File: src/rtl/sdp_ram_be_clr_pkg.sv
// Shared constants and FSM state type for the byte-enable simple dual-port RAM.
package sdp_ram_be_clr_pkg;

  localparam int RDW_OLD = 0;
  localparam int RDW_NEW = 1;
  localparam int LAT_1   = 1;
  localparam int LAT_2   = 2;

  typedef enum logic {
    ST_CLEAR = 1'b0,
    ST_READY = 1'b1
  } state_t;

endpackage

File: src/rtl/sdp_ram_core.sv
// Storage array with byte-enable write and a registered read.
// A read and a write to the same address in the same cycle return the old word.
module sdp_ram_core
  import sdp_ram_be_clr_pkg::*;
#(
  parameter int DATA_W = 8,
  parameter int ADDR_W = 6,
  parameter int DEPTH  = 64
) (
  input  logic                  clk,
  input  logic                  rst,
  input  logic                  we,
  input  logic [ADDR_W-1:0]     waddr,
  input  logic [DATA_W/8-1:0]   wbe,
  input  logic [DATA_W-1:0]     wdata,
  input  logic                  re,
  input  logic [ADDR_W-1:0]     raddr,
  output logic [DATA_W-1:0]     rdata
);

  localparam int NB = DATA_W / 8;
  localparam logic [ADDR_W:0] DEPTH_L = (ADDR_W+1)'(DEPTH);

  logic [DATA_W-1:0] mem [DEPTH];

  always_ff @(posedge clk) begin
    if (we && ({1'b0, waddr} < DEPTH_L)) begin
      for (int i = 0; i < NB; i++) begin
        if (wbe[i]) mem[waddr][8*i +: 8] <= wdata[8*i +: 8];
      end
    end
  end

  // Out-of-range reads return zero rather than aliasing into the array.
  always_ff @(posedge clk) begin
    if (rst) begin
      rdata <= '0;
    end else if (re) begin
      rdata <= ({1'b0, raddr} < DEPTH_L) ? mem[raddr] : '0;
    end
  end

endmodule

File: src/rtl/sdp_ram_be_clr.sv
// Simple dual-port RAM with byte enables, 1/2-cycle read latency, selectable
// read-during-write result and a zeroing sweep after reset.
module sdp_ram_be_clr
  import sdp_ram_be_clr_pkg::*;
#(
  parameter int DATA_W   = 8,
  parameter int ADDR_W   = 6,
  parameter int DEPTH    = 64,
  parameter int RD_LAT   = 1,
  parameter int RDW_MODE = 0,
  parameter int CLR_EN   = 1
) (
  input  logic                  clk,
  input  logic                  rst,
  input  logic                  wr_en,
  input  logic [ADDR_W-1:0]     wr_addr,
  input  logic [DATA_W/8-1:0]   wr_be,
  input  logic [DATA_W-1:0]     wr_data,
  input  logic                  rd_en,
  input  logic [ADDR_W-1:0]     rd_addr,
  output logic [DATA_W-1:0]     rd_data,
  output logic                  rd_valid,
  output logic                  init_busy
);

  localparam int NB = DATA_W / 8;
  localparam logic [ADDR_W:0] DEPTH_L = (ADDR_W+1)'(DEPTH);

  if (DATA_W % 8 != 0) begin : g_chk_width
    $error("sdp_ram_be_clr: DATA_W must be a multiple of 8");
  end
  if (RD_LAT != LAT_1 && RD_LAT != LAT_2) begin : g_chk_lat
    $error("sdp_ram_be_clr: RD_LAT must be 1 or 2");
  end
  if (DEPTH < 1 || DEPTH > (1 << ADDR_W)) begin : g_chk_depth
    $error("sdp_ram_be_clr: DEPTH must be in 1..2**ADDR_W");
  end

  state_t            state, state_nxt;
  logic [ADDR_W-1:0] clr_cnt, clr_cnt_nxt;

  always_ff @(posedge clk) begin
    if (rst) begin
      state   <= (CLR_EN != 0) ? ST_CLEAR : ST_READY;
      clr_cnt <= '0;
    end else begin
      state   <= state_nxt;
      clr_cnt <= clr_cnt_nxt;
    end
  end

  always_comb begin
    state_nxt   = state;
    clr_cnt_nxt = clr_cnt;
    init_busy   = 1'b0;
    case (state)
      ST_CLEAR: begin
        init_busy   = 1'b1;
        clr_cnt_nxt = clr_cnt + 1'b1;
        if (clr_cnt == ADDR_W'(DEPTH - 1)) begin
          state_nxt   = ST_READY;
          clr_cnt_nxt = '0;
        end
      end
      default: ;
    endcase
  end

  logic ready, usr_wr, rd_acc;
  assign ready  = (state == ST_READY) && !rst;
  assign usr_wr = ready && wr_en;
  assign rd_acc = ready && rd_en;

  logic              core_we;
  logic [ADDR_W-1:0] core_waddr;
  logic [NB-1:0]     core_be;
  logic [DATA_W-1:0] core_wdata;
  logic [DATA_W-1:0] core_rdata;

  always_comb begin
    core_we    = usr_wr;
    core_waddr = wr_addr;
    core_be    = wr_be;
    core_wdata = wr_data;
    if (init_busy && !rst) begin
      core_we    = 1'b1;
      core_waddr = clr_cnt;
      core_be    = '1;
      core_wdata = '0;
    end
  end

  sdp_ram_core #(
    .DATA_W (DATA_W),
    .ADDR_W (ADDR_W),
    .DEPTH  (DEPTH)
  ) u_core (
    .clk   (clk),
    .rst   (rst),
    .we    (core_we),
    .waddr (core_waddr),
    .wbe   (core_be),
    .wdata (core_wdata),
    .re    (rd_acc),
    .raddr (rd_addr),
    .rdata (core_rdata)
  );

  // The core always returns the old word; for new-data mode the colliding
  // write's enabled bytes are captured here and merged over it one cycle later.
  logic              byp_hit, byp, rd_v1;
  logic [NB-1:0]     byp_be;
  logic [DATA_W-1:0] byp_dat, s1_dat;

  assign byp_hit = (RDW_MODE == RDW_NEW) && usr_wr && (wr_addr == rd_addr)
                   && ({1'b0, rd_addr} < DEPTH_L);

  always_ff @(posedge clk) begin
    if (rst) begin
      rd_v1   <= 1'b0;
      byp     <= 1'b0;
      byp_be  <= '0;
      byp_dat <= '0;
    end else begin
      rd_v1 <= rd_acc;
      if (rd_acc) begin
        byp     <= byp_hit;
        byp_be  <= wr_be;
        byp_dat <= wr_data;
      end
    end
  end

  always_comb begin
    s1_dat = core_rdata;
    if (byp) begin
      for (int i = 0; i < NB; i++) begin
        if (byp_be[i]) s1_dat[8*i +: 8] = byp_dat[8*i +: 8];
      end
    end
  end

  if (RD_LAT == LAT_2) begin : g_lat2
    logic [DATA_W-1:0] s2_dat;
    logic              s2_v;
    always_ff @(posedge clk) begin
      if (rst) begin
        s2_dat <= '0;
        s2_v   <= 1'b0;
      end else begin
        s2_v <= rd_v1;
        if (rd_v1) s2_dat <= s1_dat;
      end
    end
    assign rd_data  = s2_dat;
    assign rd_valid = s2_v;
  end else begin : g_lat1
    assign rd_data  = s1_dat;
    assign rd_valid = rd_v1;
  end

endmodule
File: config.mk
export PLATFORM = sky130hd
export DESIGN_NAME = sdp_ram_be_clr
export DESIGN_NICKNAME = d
export VERILOG_FILES = /design/src/rtl/sdp_ram_be_clr_pkg.sv /design/src/rtl/sdp_ram_core.sv /design/src/rtl/sdp_ram_be_clr.sv
export SDC_FILE = /design/constraint.sdc
export NUM_CORES = 1
export LEC_CHECK = 0
export BUFFER_PORTS_ARGS = -buffer_cell sky130_fd_sc_hd__buf_2
export CAP_MARGIN = 20
export CORE_ASPECT_RATIO = 1.1
export CORE_MARGIN = 2
export CORE_UTILIZATION = 25
export CTS_BUF_LIST = sky130_fd_sc_hd__clkbuf_2 sky130_fd_sc_hd__clkbuf_4 sky130_fd_sc_hd__clkbuf_8
export DETAILED_ROUTE_END_ITERATION = 16
export GPL_TIMING_DRIVEN = 0
export HOLD_SLACK_MARGIN = 0.06
export PLACE_DENSITY = 0.37
export SETUP_SLACK_MARGIN = 0.15
export SLEW_MARGIN = 15
export SYNTH_ARGS = -nofsm -noshare
export SYNTH_HDL_FRONTEND = slang
export SYNTH_SLANG_ARGS = --single-unit
export TNS_END_PERCENT = 1
File: constraint.sdc
create_clock -name clk -period 2.1 [get_ports clk]
set_input_delay 0.42 -clock clk [delete_from_list [all_inputs] [get_ports clk]]
set_output_delay 0.42 -clock clk [all_outputs]
set_load 0.05 [all_outputs]
==> results of run 1 <==
==> per-stage QoR <==
step | util (%) | hold slack [ns] | cell area (um^2) | cells
6_report | 32.5 | 0.295 | 26700 | 2393
5_1_grt | 32.5 | 0.281 | 26700 | 2391
3_3_place_gp | 27.2 | 0.523 | 22300 | 2121
2_1_floorplan | - | 0.489 | 20800 | 1026
4_1_cts | 32.4 | 0.239 | 26600 | 2385
3_5_place_dp | 27.4 | 0.516 | 22500 | 2128
==> flip-flops by register name, indices dropped and copies added (netlist names) <==
register      flops
rd_valid          1
clr_cnt           6
u_core.mem      512
state             1
u_core.rdata      8
==> where the power goes <==
part | internal [mW] | leakage (nW) | switching (mW)
Combinational | 0.516 | 2.79 | 0.958
Clock | 5.06 | 0.928 | 4.22
Sequential | 11.6 | 4.81 | 0.0174
Total | 17.2 | 8.52 | 5.20
==> critical path, cell delays in order, from the launching register on <==
cell and delay (ns):
dfxtp_1 0.30, buf_6 0.13, or2_1 0.23, buf_6 0.14
or3_4 0.34, o31ai_4 0.10, nand2_4 0.09, buf_12 0.16
buf_12 0.12, nor2_4 0.09, buf_6 0.13
==> Yosys cell counts, drive strengths merged (5+ instances only) <==
master,count,area share [%]
nand2b,9,0.27
a221oi,8,0.34
mux4,128,14
o22ai,25,0.75
nand3,16,0.39
clkbuf,11,0.20
dfxtp,16,1.5
a22oi,9,0.35
and2,9,0.27
o221ai,5,0.21
edfxtp,512,74
mux2i,25,1.2
nor2,94,1.7
o21ai,30,0.72
inv,5,0.090
nand2,37,0.72
buf,40,1.5
==> metal layers <==
metal	global-route usage, %	part of all wire [%]
met1	21.4	44
met2	25.2	47
met3	3.59	5.8
met4	6.25	3.2
met5	0	0.018
==> final cells by class <==
class / instances / area [um^2] / area share (%)
inverter: 5 / 22.5 / 0.0844
clock inverter: 30 / 223 / 0.835
clock buffer: 124 / 1530 / 5.74
sequential: 528 / 15700 / 58.8
buffer: 51 / 400 / 1.50
tap: 1064 / 1330 / 4.99
multi-input combinational: 442 / 5470 / 20.5
antenna: 3 / 7.51 / 0.0281
timing repair buffer: 146 / 2000 / 7.49
==> cell families after synthesis <==
kind of cell,share of synthesized area (%)
adder cells (fa/ha/maj),0.0603
buffers and inverters,1.83
AND/OR/NAND/NOR,4.09
multiplexers,15.2
flip-flops,75.6
XOR/XNOR,0.127
AO/OA/AOI/OAI,3.07
==> path summary, 6_finish.rpt <==
| check | to | from | slack [ns] |
|---|---|---|---|
| worst max-delay path | u_core.mem[16][7] | state | -0.07 |
| worst min-delay path | u_core.mem[34][1] | wr_data[1] | 0.30 |
| worst max register to register | u_core.mem[16][7] | state | -0.07 |
| worst min register to register | u_core.rdata[6] | u_core.rdata[6] | 0.52 |
==> timing repair <==
item | CTS | global route
setup endpoints to repair | 948 | 837
pin swaps | 75 | 18
hold buffers | 2 | 0
setup buffers | 101 | 5
hold endpoints to repair | 1 | 0
gates resized for setup | 189 | 12
==> flow_summary.yaml, run 1 <==
timing:
  rsz0062_at_grt: "yes"
  final_max_slew_viol_count: 0
  hold_viol: 0
  max_slew.worst_pin.slew_ns: 1.16
  fin_skew_ns: 0.0542
  period_minus_slack_ns: 2.17
  setup-violations-final: 90
  fin_setup_tns_ns: -1.45
  post-route-period-util_pct: 103
  fmax_ghz: 0.462
  setup_ws_ns: -0.0662
  slew_headroom_pct: 22.6
routing:
  ant_nets: 0
  drt_wl_total_um: 67600
  vias_per_cell: 4.69
  drt_iter0_markers: 1032
  num_vias: 11200
  drc: 0
  drt-pass1-iter-count: 5
  avgRoutedWirePerCell_um: 28.2
yosys:
  synthArstFlopShare_pct: 0
  yosysWarnings: 0
  ys_seq_area_share_pct: 75.6
  ys.flop_type: "edfxtp_1"
  synthesis.nets: 1052
  avgSynthCellArea_um2: 20.2
  synth_edf_count: 512
  synth-seq-cells: 528
  syn_area_um2: 20800
  netlist-cell-type-count: 53
  syn_inst: 1026
floorplan:
  rows: 110
  die-area_um2: 85400
  ioPinCount: 35
  initial_core_util_pct: 25.3
  die_h_um: 306
  core_area_um2: 82000
  die-width_um: 279
outcome:
  violations: "setup timing"
  status: "finished, violations left"
cts:
  clk_latency_ns: 0.71
  clockRootBuffer: "clkbuf_8"
  path_clk_slew_ns: 0.06
  htreeDepth: 3
  cts_buffers: 91
  tritoncts: "done"
  clockBufferDepth: 3
  numClockSinks: 528
global_routing:
  grt_start_max_net_pins: 65
  grt_pass1_vias: 11700
  grt_usage_pct: 16.0
  grt_first_pass_wirelength_um: 93600
  antenna_found_initial: 2
  grt-ovfl-total: 0
worst_setup_path:
  path_max_fanout: 10
  required_ns: 2.48
  path_class: "reg -> reg"
  arrival_ns: 2.55
  start_kind: "register"
  critPathCaptureType: "register"
  rr_worst_depth: 10
placement:
  dp_hpwl_um: 43400
  gp_congestion: 0.804
  preCtsSetupSlack_ns: -1.20
  port_buffers: 31
power:
  p_total_mw: 22.4
  p_leak_nw: 8.52
  power.density_nw_per_um2: 839
  ir_drop_v: 0.000383
cells_and_area:
  final_nets: 1291
  area_delta_synth_final_pct: 28.5
  drive_above_1_share_pct: 42.8
  fill_cells: 7889
  final_common_cell: "edfxtp_1"
  final_cell_mix: "edfxtp_1 (512), mux4_2 (128), clkbuf_8 (96)"
job:
  cap_viol_max_count: 0
hold_path:
  hp-class: "in -> reg"
  whs_path_depth: 2
Note: power is estimated with default switching activity, not from simulation.
==> run 2, diff against run 1 <==
- PLACE_DENSITY: 0.37 -> not set
- PLACE_DENSITY_LB_ADDON: not set -> 0.3
==> flow_summary.yaml, run 2 (synthesis results as in run 1) <==
timing:
  fmax_ghz: 0.469
  final_max_slew_viol_count: 0
  fin_setup_tns_ns: -0.506
  setup_ws_ns: -0.0322
  slew_headroom_pct: 33.4
  period_minus_slack_ns: 2.13
  max_slew.worst_pin.slew_ns: 0.996
  fin_skew_ns: 0.0303
  setup-violations-final: 66
  post-route-period-util_pct: 102
  rsz0062_at_grt: "yes"
  whs_ns: 0.285
  hold_viol: 0
worst_setup_path:
  reg2reg_setup_slack_ns: -0.03
  r2r-end: "u_core.mem[48][0]"
  critPathCaptureType: "register"
  cp_slowest_cell: "or3_4"
  path_max_fanout: 10
  start_kind: "register"
  slowest_delay_ns: 0.35
  arrival_ns: 2.50
  rr_worst_depth: 9
  path_class: "reg -> reg"
  required_ns: 2.47
  r2r-start: "state"
  cp_cell_sequence: "buf_6, or2_4, buf_6, or3_4, o31ai_4, nand2_4, buf_12, nor2_4, buf_12"
routing:
  ant_nets: 0
  drt_iter0_markers: 1136
  drt-pass1-iter-count: 5
  drt_wl_total_um: 62800
  vias_per_cell: 4.81
  drc: 0
  num_vias: 11400
  avgRoutedWirePerCell_um: 26.5
floorplan:
  ioPinCount: 35
  rows: 110
  core_area_um2: 82000
  die-width_um: 279
  initial_core_util_pct: 25.3
  die-area_um2: 85400
  die_h_um: 306
global_routing:
  antenna_found_initial: 2
  grt_pass1_vias: 11600
  gr-max-usage-layer: "met2"
  grt_use_met1_pct: 18.1
  grt_first_pass_wirelength_um: 87100
  grt-ovfl-total: 0
  use_met2_pct: 24.3
  grt_usage_pct: 14.6
  met3_usage_pct: 3.28
  grt_start_max_net_pins: 65
hold_path:
  min_from: "wr_data[3]"
  hp-class: "in -> reg"
  holdPathEnd: "u_core.mem[28][3]"
  whs_path_depth: 2
cts:
  path_clk_slew_ns: 0.07
  tritoncts: "done"
  cts_buffers: 85
  clockRootBuffer: "clkbuf_8"
  clk_latency_ns: 0.68
  clockBufferDepth: 3
  numClockSinks: 528
  htreeDepth: 3
outcome:
  status: "finished, violations left"
  violations: "setup timing"
cells_and_area:
  final_cell_mix: "edfxtp_1 (512), mux4_2 (128), clkbuf_8 (85)"
  final_common_cell: "edfxtp_1"
  area_delta_synth_final_pct: 26.5
  utilization_pct: 32.0
  seq_area_um2: 15700
  top_regs: "u_core.mem: 512 flops, u_core.rdata: 8 flops, clr_cnt: 6 flops"
  final_nets: 1270
  multi_input_area_um2: 5450
  largest_reg_flops: 512
  drive_above_1_share_pct: 41.2
  fill_cells: 7880
  largest-register: "u_core.mem"
  final_cells: 2370
placement:
  gp_congestion: 0.845
  place_inst: 2124
  port_buffers: 31
  preCtsSetupSlack_ns: -1.14
  dp_hpwl_um: 39300
job:
  cap_viol_max_count: 0
power:
  ir_drop_v: 0.000424
  power.density_nw_per_um2: 822
  p_leak_nw: 8.34
==> run 2: cell types whose count changed in the layout (fill, tap and decap cells not counted), moves of 3 or more <==
cell	before	now
buf_6	31	26
clkinv_1	17	26
buf_12	73	66
buf_4	36	28
clkbuf_8	96	85
clkbuf_4	32	26
inv_6	1	4
==> run 2: worst max-delay path by stage <==
stage,from,end,slack [ns]
floorplan,state,u_core.mem[0][1],-0.07
CTS,state,u_core.mem[36][2],-0.01
global placement,rst,u_core.mem[53][6],-1.60
global route,state,u_core.mem[48][6],-0.06
finish,state,u_core.mem[48][0],-0.03
detailed placement,rst,u_core.mem[1][6],-1.14
==> run 2: metal layers <==
| layer | vias to the layer above | share of wire, % |
|---|---|---|
| met4 | 4 | 4.0 |
| met1 | 6100 | 40 |
| li1 | 4705 | - |
| met3 | 120 | 6.4 |
| met2 | 461 | 49 |
| met5 | - | 0.043 |
==> run 2: worst max-delay path, delay by kind of cell (launching register included) <==
family                 cells  cell delay, ns
DFF                        1            0.30
and+or+nand+nor            4            0.80
AOI/OAI and AO/OA          1            0.10
buffers and inverters      4            0.59
==> run 2: metrics by stage <==
stage	power [mW]	instance area, um^2
after floorplan	12.5	20800
after global placement	13.1	22300
after detailed placement	13.1	22400
after CTS	21.7	26100
after global routing	22.2	26300
final	21.6	26300
==> run 2: timing repair <==
action / in CTS / in global routing
pin swaps: 76 / 24
buffers inserted: 86 / 7
hold buffers: 2 / 0
endpoints found under the hold margin: 1 / 0
cloned: 1 / 0
endpoints found under the setup margin: 988 / 877
resized for setup: 179 / 15
==> run 2: report_power, final <==
group	internal, mW	switching (mW)
combinational	0.492	0.923
sequential	11.6	0.0197
clock	4.44	4.11
==> run 2: cell type report <==
| class | instances | share of cell area, % |
|---|---|---|
| Buffer | 51 | 1.53 |
| Tap cell | 1064 | 5.07 |
| Clock inverter | 40 | 0.929 |
| Sequential cell | 528 | 59.7 |
| Clock buffer | 108 | 5.11 |
| Inverter | 5 | 0.0857 |
| Multi-Input combinational cell | 442 | 20.7 |
| Timing Repair Buffer | 131 | 6.78 |
| Antenna cell | 1 | 0.00953 |
